## src/rtl/cpu_pkg.sv

```systemverilog
// Shared definitions for the 8-bit bus CPU control path:
// opcodes, control-word bit positions and sequencer states.
package cpu_pkg;

  localparam int CW_WIDTH = 16;

  // Opcodes (instruction register bits [7:4])
  localparam logic [3:0] OP_NOP = 4'b0000;
  localparam logic [3:0] OP_LDA = 4'b0001;
  localparam logic [3:0] OP_ADD = 4'b0010;
  localparam logic [3:0] OP_SUB = 4'b0011;
  localparam logic [3:0] OP_STA = 4'b0100;
  localparam logic [3:0] OP_LDI = 4'b0101;
  localparam logic [3:0] OP_JMP = 4'b0110;
  localparam logic [3:0] OP_JC  = 4'b0111;
  localparam logic [3:0] OP_JZ  = 4'b1000;
  localparam logic [3:0] OP_OUT = 4'b1110;
  localparam logic [3:0] OP_HLT = 4'b1111;

  // Control-word bit indices
  localparam int CW_J   = 0;
  localparam int CW_CO  = 1;
  localparam int CW_CE  = 2;
  localparam int CW_OI  = 3;
  localparam int CW_BI  = 4;
  localparam int CW_SU  = 5;
  localparam int CW_SO  = 6;
  localparam int CW_AO  = 7;
  localparam int CW_AI  = 8;
  localparam int CW_II  = 9;
  localparam int CW_IO  = 10;
  localparam int CW_RO  = 11;
  localparam int CW_RI  = 12;
  localparam int CW_MI  = 13;
  localparam int CW_HLT = 14;
  localparam int CW_FI  = 15;

  // Sequencer states
  typedef enum logic [1:0] {
    ST_WAIT = 2'd0,
    ST_EXEC = 2'd1,
    ST_HALT = 2'd2
  } seq_state_t;

endpackage

```

## src/rtl/micro_decode.sv

```systemverilog
// Combinational microcode ROM: maps (stage, opcode, flags) to the
// EXEC-state control word and flags the opcode's final stage.
module micro_decode
  import cpu_pkg::*;
#(
  parameter int MAX_STAGE = 4,
  parameter bit EARLY_END = 1'b1
) (
  input  logic [2:0]          i_stage,
  input  logic [3:0]          i_instruction,
  input  logic                i_carry_flag,
  input  logic                i_zero_flag,
  output logic [CW_WIDTH-1:0] o_ctrlwrd,
  output logic                o_last_stage
);

  logic [2:0] w_last;

  // Control word for the current microstep; unused stages emit zero.
  always_comb begin
    o_ctrlwrd = '0;
    case (i_stage)
      3'd0: begin
        o_ctrlwrd[CW_MI] = 1'b1;
        o_ctrlwrd[CW_CO] = 1'b1;
      end
      3'd1: begin
        o_ctrlwrd[CW_RO] = 1'b1;
        o_ctrlwrd[CW_II] = 1'b1;
        o_ctrlwrd[CW_CE] = 1'b1;
      end
      3'd2: begin
        case (i_instruction)
          OP_LDA, OP_ADD, OP_SUB, OP_STA: begin
            o_ctrlwrd[CW_IO] = 1'b1;
            o_ctrlwrd[CW_MI] = 1'b1;
          end
          OP_LDI: begin
            o_ctrlwrd[CW_IO] = 1'b1;
            o_ctrlwrd[CW_AI] = 1'b1;
          end
          OP_JMP: begin
            o_ctrlwrd[CW_IO] = 1'b1;
            o_ctrlwrd[CW_J]  = 1'b1;
          end
          OP_JC: begin
            o_ctrlwrd[CW_IO] = i_carry_flag;
            o_ctrlwrd[CW_J]  = i_carry_flag;
          end
          OP_JZ: begin
            o_ctrlwrd[CW_IO] = i_zero_flag;
            o_ctrlwrd[CW_J]  = i_zero_flag;
          end
          OP_OUT: begin
            o_ctrlwrd[CW_AO] = 1'b1;
            o_ctrlwrd[CW_OI] = 1'b1;
          end
          OP_HLT: o_ctrlwrd[CW_HLT] = 1'b1;
          default: ;
        endcase
      end
      3'd3: begin
        case (i_instruction)
          OP_LDA: begin
            o_ctrlwrd[CW_RO] = 1'b1;
            o_ctrlwrd[CW_AI] = 1'b1;
          end
          OP_ADD, OP_SUB: begin
            o_ctrlwrd[CW_RO] = 1'b1;
            o_ctrlwrd[CW_BI] = 1'b1;
          end
          OP_STA: begin
            o_ctrlwrd[CW_AO] = 1'b1;
            o_ctrlwrd[CW_RI] = 1'b1;
          end
          default: ;
        endcase
      end
      3'd4: begin
        if (i_instruction == OP_ADD || i_instruction == OP_SUB) begin
          o_ctrlwrd[CW_SO] = 1'b1;
          o_ctrlwrd[CW_AI] = 1'b1;
          o_ctrlwrd[CW_FI] = 1'b1;
          o_ctrlwrd[CW_SU] = (i_instruction == OP_SUB);
        end
      end
      default: ;
    endcase
  end

  // Final stage per opcode; not-taken jumps still end at stage 2.
  always_comb begin
    w_last = 3'd2;
    if (!EARLY_END) begin
      w_last = 3'(MAX_STAGE);
    end else begin
      case (i_instruction)
        OP_LDA, OP_STA: w_last = 3'd3;
        OP_ADD, OP_SUB: w_last = 3'd4;
        default:        w_last = 3'd2;
      endcase
    end
  end

  assign o_last_stage = (i_stage == w_last);

endmodule

```

## src/rtl/micro_sequencer.sv

```systemverilog
// Instruction sequencer: WAIT/EXEC/HALT state machine, microstep counter,
// captured ALU flags and step-request edge detection.
module micro_sequencer
  import cpu_pkg::*;
#(
  parameter int MAX_STAGE = 4,
  parameter bit EARLY_END = 1'b1
) (
  input  logic                clk,
  input  logic                rst_n,
  input  logic                run_mode,
  input  logic                step,
  input  logic [3:0]          instruction,
  input  logic                alu_carry,
  input  logic                alu_zero,
  output logic [CW_WIDTH-1:0] ctrlwrd,
  output logic [2:0]          stage,
  output logic                halted,
  output logic                busy,
  output logic                carry_flag,
  output logic                zero_flag,
  output logic                instr_done
);

  seq_state_t          r_state;
  logic [2:0]          r_stage;
  logic                r_carry;
  logic                r_zero;
  logic                r_step_d;
  logic [CW_WIDTH-1:0] w_cw_exec;
  logic                w_last;
  logic                w_step_rise;

  micro_decode #(
    .MAX_STAGE (MAX_STAGE),
    .EARLY_END (EARLY_END)
  ) u_decode (
    .i_stage       (r_stage),
    .i_instruction (instruction),
    .i_carry_flag  (r_carry),
    .i_zero_flag   (r_zero),
    .o_ctrlwrd     (w_cw_exec),
    .o_last_stage  (w_last)
  );

  assign w_step_rise = step & ~r_step_d;

  // Delay step by one cycle for rising-edge detection.
  always_ff @(posedge clk or negedge rst_n) begin
    if (!rst_n) r_step_d <= 1'b0;
    else        r_step_d <= step;
  end

  // State machine, stage counter and flag capture.
  always_ff @(posedge clk or negedge rst_n) begin
    if (!rst_n) begin
      r_state <= ST_WAIT;
      r_stage <= 3'd0;
      r_carry <= 1'b0;
      r_zero  <= 1'b0;
    end else begin
      case (r_state)
        ST_WAIT: begin
          r_stage <= 3'd0;
          if (run_mode || w_step_rise) r_state <= ST_EXEC;
        end
        ST_EXEC: begin
          if (w_cw_exec[CW_FI]) begin
            r_carry <= alu_carry;
            r_zero  <= alu_zero;
          end
          if (w_last) begin
            r_stage <= 3'd0;
            if (instruction == OP_HLT) r_state <= ST_HALT;
            else if (!run_mode)        r_state <= ST_WAIT;
          end else begin
            r_stage <= r_stage + 3'd1;
          end
        end
        ST_HALT: r_stage <= 3'd0;
        default: begin
          r_state <= ST_WAIT;
          r_stage <= 3'd0;
        end
      endcase
    end
  end

  // Output word: microcode in EXEC, HLT bit alone in HALT, idle otherwise.
  always_comb begin
    ctrlwrd = '0;
    if (r_state == ST_EXEC)      ctrlwrd = w_cw_exec;
    else if (r_state == ST_HALT) ctrlwrd[CW_HLT] = 1'b1;
  end

  assign stage      = r_stage;
  assign halted     = (r_state == ST_HALT);
  assign busy       = (r_state == ST_EXEC);
  assign carry_flag = r_carry;
  assign zero_flag  = r_zero;
  assign instr_done = (r_state == ST_EXEC) && w_last;

endmodule

```

## config.mk

```make
export PLATFORM = sky130hd
export DESIGN_NAME = micro_sequencer
export DESIGN_NICKNAME = d
export VERILOG_FILES = /design/src/rtl/cpu_pkg.sv /design/src/rtl/micro_decode.sv /design/src/rtl/micro_sequencer.sv
export SDC_FILE = /design/constraint.sdc
export NUM_CORES = 1
export LEC_CHECK = 0
export CAP_MARGIN = 20
export CORE_UTILIZATION = 44
export DETAILED_ROUTE_END_ITERATION = 7
export GPL_ROUTABILITY_DRIVEN = 0
export GPL_TIMING_DRIVEN = 1
export PLACE_DENSITY_LB_ADDON = 0.1
export SLEW_MARGIN = 20
export SYNTH_ARGS = -nofsm -noshare
export SYNTH_HDL_FRONTEND = slang
export SYNTH_SLANG_ARGS = --single-unit
```

## constraint.sdc

```tcl
create_clock -name clk -period 4.55 [get_ports clk]
set_input_delay 0.91 -clock clk [delete_from_list [all_inputs] [get_ports clk]]
set_output_delay 0.91 -clock clk [all_outputs]
set_load 0.02 [all_outputs]
```

==> results.py <==
metrics = {
    "timing": {
        "hold_viol_final": 0,
        "drv_slew": 0,
        "fin_hold_ws_ns": 0.5297,
        "setup_viol": 0,
        "relSlewSlack": 0.7058,
        "clock_skew_ns": 0.003358,
        "fmax_ghz": 0.2460,
        "tightestPinTransition_ns": 0.4400,
        "tns_ns": 0,
        "setup_slack_ns": 0.4847,
        "rsz0062_at_grt": "no",
        "period_minus_slack_ns": 4.065,
        "finalCritPeriodShare": 0.8935,
    },
    "finish": {
        "fillers": 130,
        "area_growth_pct": 44.26,
        "final_common_cell": "clkdlybuf4s50_1",
        "final_area_sq_mm": 0.001085,
        "drive_above_1_share": 0.06612,
        "layout.nets": 138,
        "diodes": 0,
        "layout_common_cells": "clkdlybuf4s50_1, nor2_1, dfrtp_1",
        "finalNonFillerCells": 137,
    },
    "drt": {
        "ant_nets": 0,
        "drc_errors": 5,
        "firstDrtPassIters": 6,
        "dr_total_vias": 788,
        "via_per_inst": 5.752,
        "drt_iter0_drc": 27,
        "wire_per_inst_um": 12.92,
        "wirelength_um": 1770,
    },
    "synth": {
        "async_reset_ff_frac": 1.000,
        "synth-main-ff-cell": "dfrtp_1",
        "synthesis.area_sq_um": 752.0,
        "synth_top_cell_area_share": 0.2662,
        "ys_ff_latch": 8,
        "synth_edf_count": 0,
        "netlist_top_cells_area": "dfrtp_1, ha_1, nand2b_1, a21oi_1, nor2_1",
        "synth.distinct_cells": 35,
        "yosys_warnings": 0,
        "ys_seq_area_frac": 0.2662,
        "netlist_instances": 92,
        "postSynthAreaPerCell_sq_um": 8.174,
        "yosysTopAreaCell": "dfrtp_1",
        "syn_nets": 107,
    },
    "critical_path": {
        "worstPathArrival_ns": 3.16,
        "criticalPathCategory": "input pin to output port",
        "slowest_stage": "clkdlybuf4s50_1",
        "r2r-end": "carry_flag$_DFFE_PN0P_",
        "rrSetupSlack_ns": 2.88,
        "ff2ff_path_depth": 5,
        "worstSetupStartpointType": "input pin",
        "max_stage_delay_ns": 0.67,
        "path_cells": "clkdlybuf4s50_1 > nor3b_2 > and3_1 > a31oi_1 > a2111oi_1 > clkdlybuf4s50_1",
        "required_ns": 3.64,
        "worstSetupStartpoint": "instruction[2]",
        "reg2reg_from": "stage[0]$_DFF_PN0_",
        "crit_end": "ctrlwrd[8]",
        "cpMostUsedCell": "clkdlybuf4s50_1",
        "cp_max_fo": 12,
        "cp-end-kind": "output port",
    },
    "clock_tree": {
        "cts_resized": 0,
        "cts_buffer_depth": 2,
        "tritoncts": "done",
        "postCtsSetupBuffers": 0,
        "postCtsHoldBufs": 0,
        "cts.reportedPaths.clkPinSlew_ns": 0.05,
        "htree_levels": 1,
        "worstSkewPairLatency_ns": 0.25,
        "root_buffer": "clkbuf_4",
        "cts-buffers-inserted": 3,
        "cts_sinks": 8,
    },
    "run_status": {
        "violations": "DRC",
        "status": "finished, violations left",
    },
    "hold_path": {
        "min_path_cells": 1,
        "worstHoldPathType": "flip-flop to flip-flop",
    },
    "global_route": {
        "grtUsageTotal": 0.2275,
        "globalRouteMet3Util": 0.03333,
        "overflow": 0,
        "globalRouteMet2Util": 0.3636,
        "antenna_found_initial": 0,
        "grt_pass1_wl_um": 3194,
        "use_met1": 0.2963,
        "grt_start_max_net_pins": 13,
        "grt_pass1_vias": 726,
        "top_usage_layer": "met2",
    },
    "floorplan": {
        "die_x_um": 43.34,
        "core_sq_mm": 0.001559,
        "dieArea_sq_mm": 0.001878,
        "fp.dieH_um": 43.34,
        "row_count": 14,
        "initial_core_util": 0.4823,
        "ios": 34,
    },
    "placement": {
        "hpwl_um": 1458,
        "port_buffers": 33,
        "place_area_sq_mm": 0.001062,
        "pre_cts_slack_ns": 0.5069,
        "dp.cells": 134,
    },
    "run": {
        "cap_violations": 0,
    },
    "pwr": {
        "peakVddDrop_mv": 0.3607,
        "power.density_mw_per_mm2": 517.9,
        "p_leak_nw": 0.4643,
    },
}
cells in the mapped netlist, drive strengths merged (3+ instances only):
library cell and count:
nor3 5, dfrtp 8, nand2b 5, a31oi 3
inv 6, nor2b 4, a21oi 6, nor2 8
and3 4, nand3 4, buf 5, nand2 5
ha 5
flip-flops by register name, indices dropped and copies added, names as in the netlist:
signal,flops
stage,3
r_state,2
carry_flag,1
r_step_d,1
zero_flag,1
report_power, final:
group	switching [W]	total, W	internal [W]
Combinational	0.000199	0.000380	0.000181
Clock	0.0000228	0.0000529	0.0000301
Sequential	0.0000336	0.000129	0.0000957
area by class of cell:
cell class	count	area (sq um)	area share
multi-input cells	71	489.2	0.4510
well taps	16	20.02	0.01845
clock buffers	3	22.52	0.02076
inverters	6	22.52	0.02076
repair buffers	33	330.3	0.3045
flip-flops and latches	8	200.2	0.1845
worst max-delay path: cells and delay by family:
kind | cells | cell delay, ns
buffers and inverters | 2 | 1.30
and+or+nand+nor | 2 | 0.61
AOI/OAI and AO/OA | 2 | 0.32
per-layer routing:
layer | up-vias | wire [um]
met5 | - | 0
met4 | 0 | 40
met3 | 6 | 112
met2 | 29 | 880
met1 | 365 | 737
li1 | 388 | -
how the worst min path moves through the flow:
stage | startpoint | endpoint | slack (ns)
final | carry_flag$_DFFE_PN0P_ | carry_flag$_DFFE_PN0P_ | 0.53
after global routing | zero_flag$_DFFE_PN0P_ | zero_flag$_DFFE_PN0P_ | 0.55
after CTS | carry_flag$_DFFE_PN0P_ | carry_flag$_DFFE_PN0P_ | 0.53
after detailed placement | zero_flag$_DFFE_PN0P_ | zero_flag$_DFFE_PN0P_ | 0.52
after global placement | zero_flag$_DFFE_PN0P_ | zero_flag$_DFFE_PN0P_ | 0.51
after floorplan | r_state[1]$_DFFE_PN0P_ | r_state[0]$_DFFE_PN0P_ | 0.53
logic make-up after synthesis:
group | after synthesis | synth area share
simple gates | 45 | 0.3578
xor+xnor | 2 | 0.02330
compound gates | 17 | 0.1564
mux | 2 | 0.02995
flops | 8 | 0.2662
buf+inv | 13 | 0.08319
fa+ha+maj | 5 | 0.08319
per-stage QoR:
step | total power, W | util
floorplan | 0.0003614 | -
global placement | 0.0005058 | 0.6814
detailed placement | 0.0005113 | 0.6814
CTS | 0.0005681 | 0.6958
global route | 0.0006104 | 0.6958
finish | 0.0005619 | 0.6958
No activity file was read; power rests on OpenSTA's default activity.
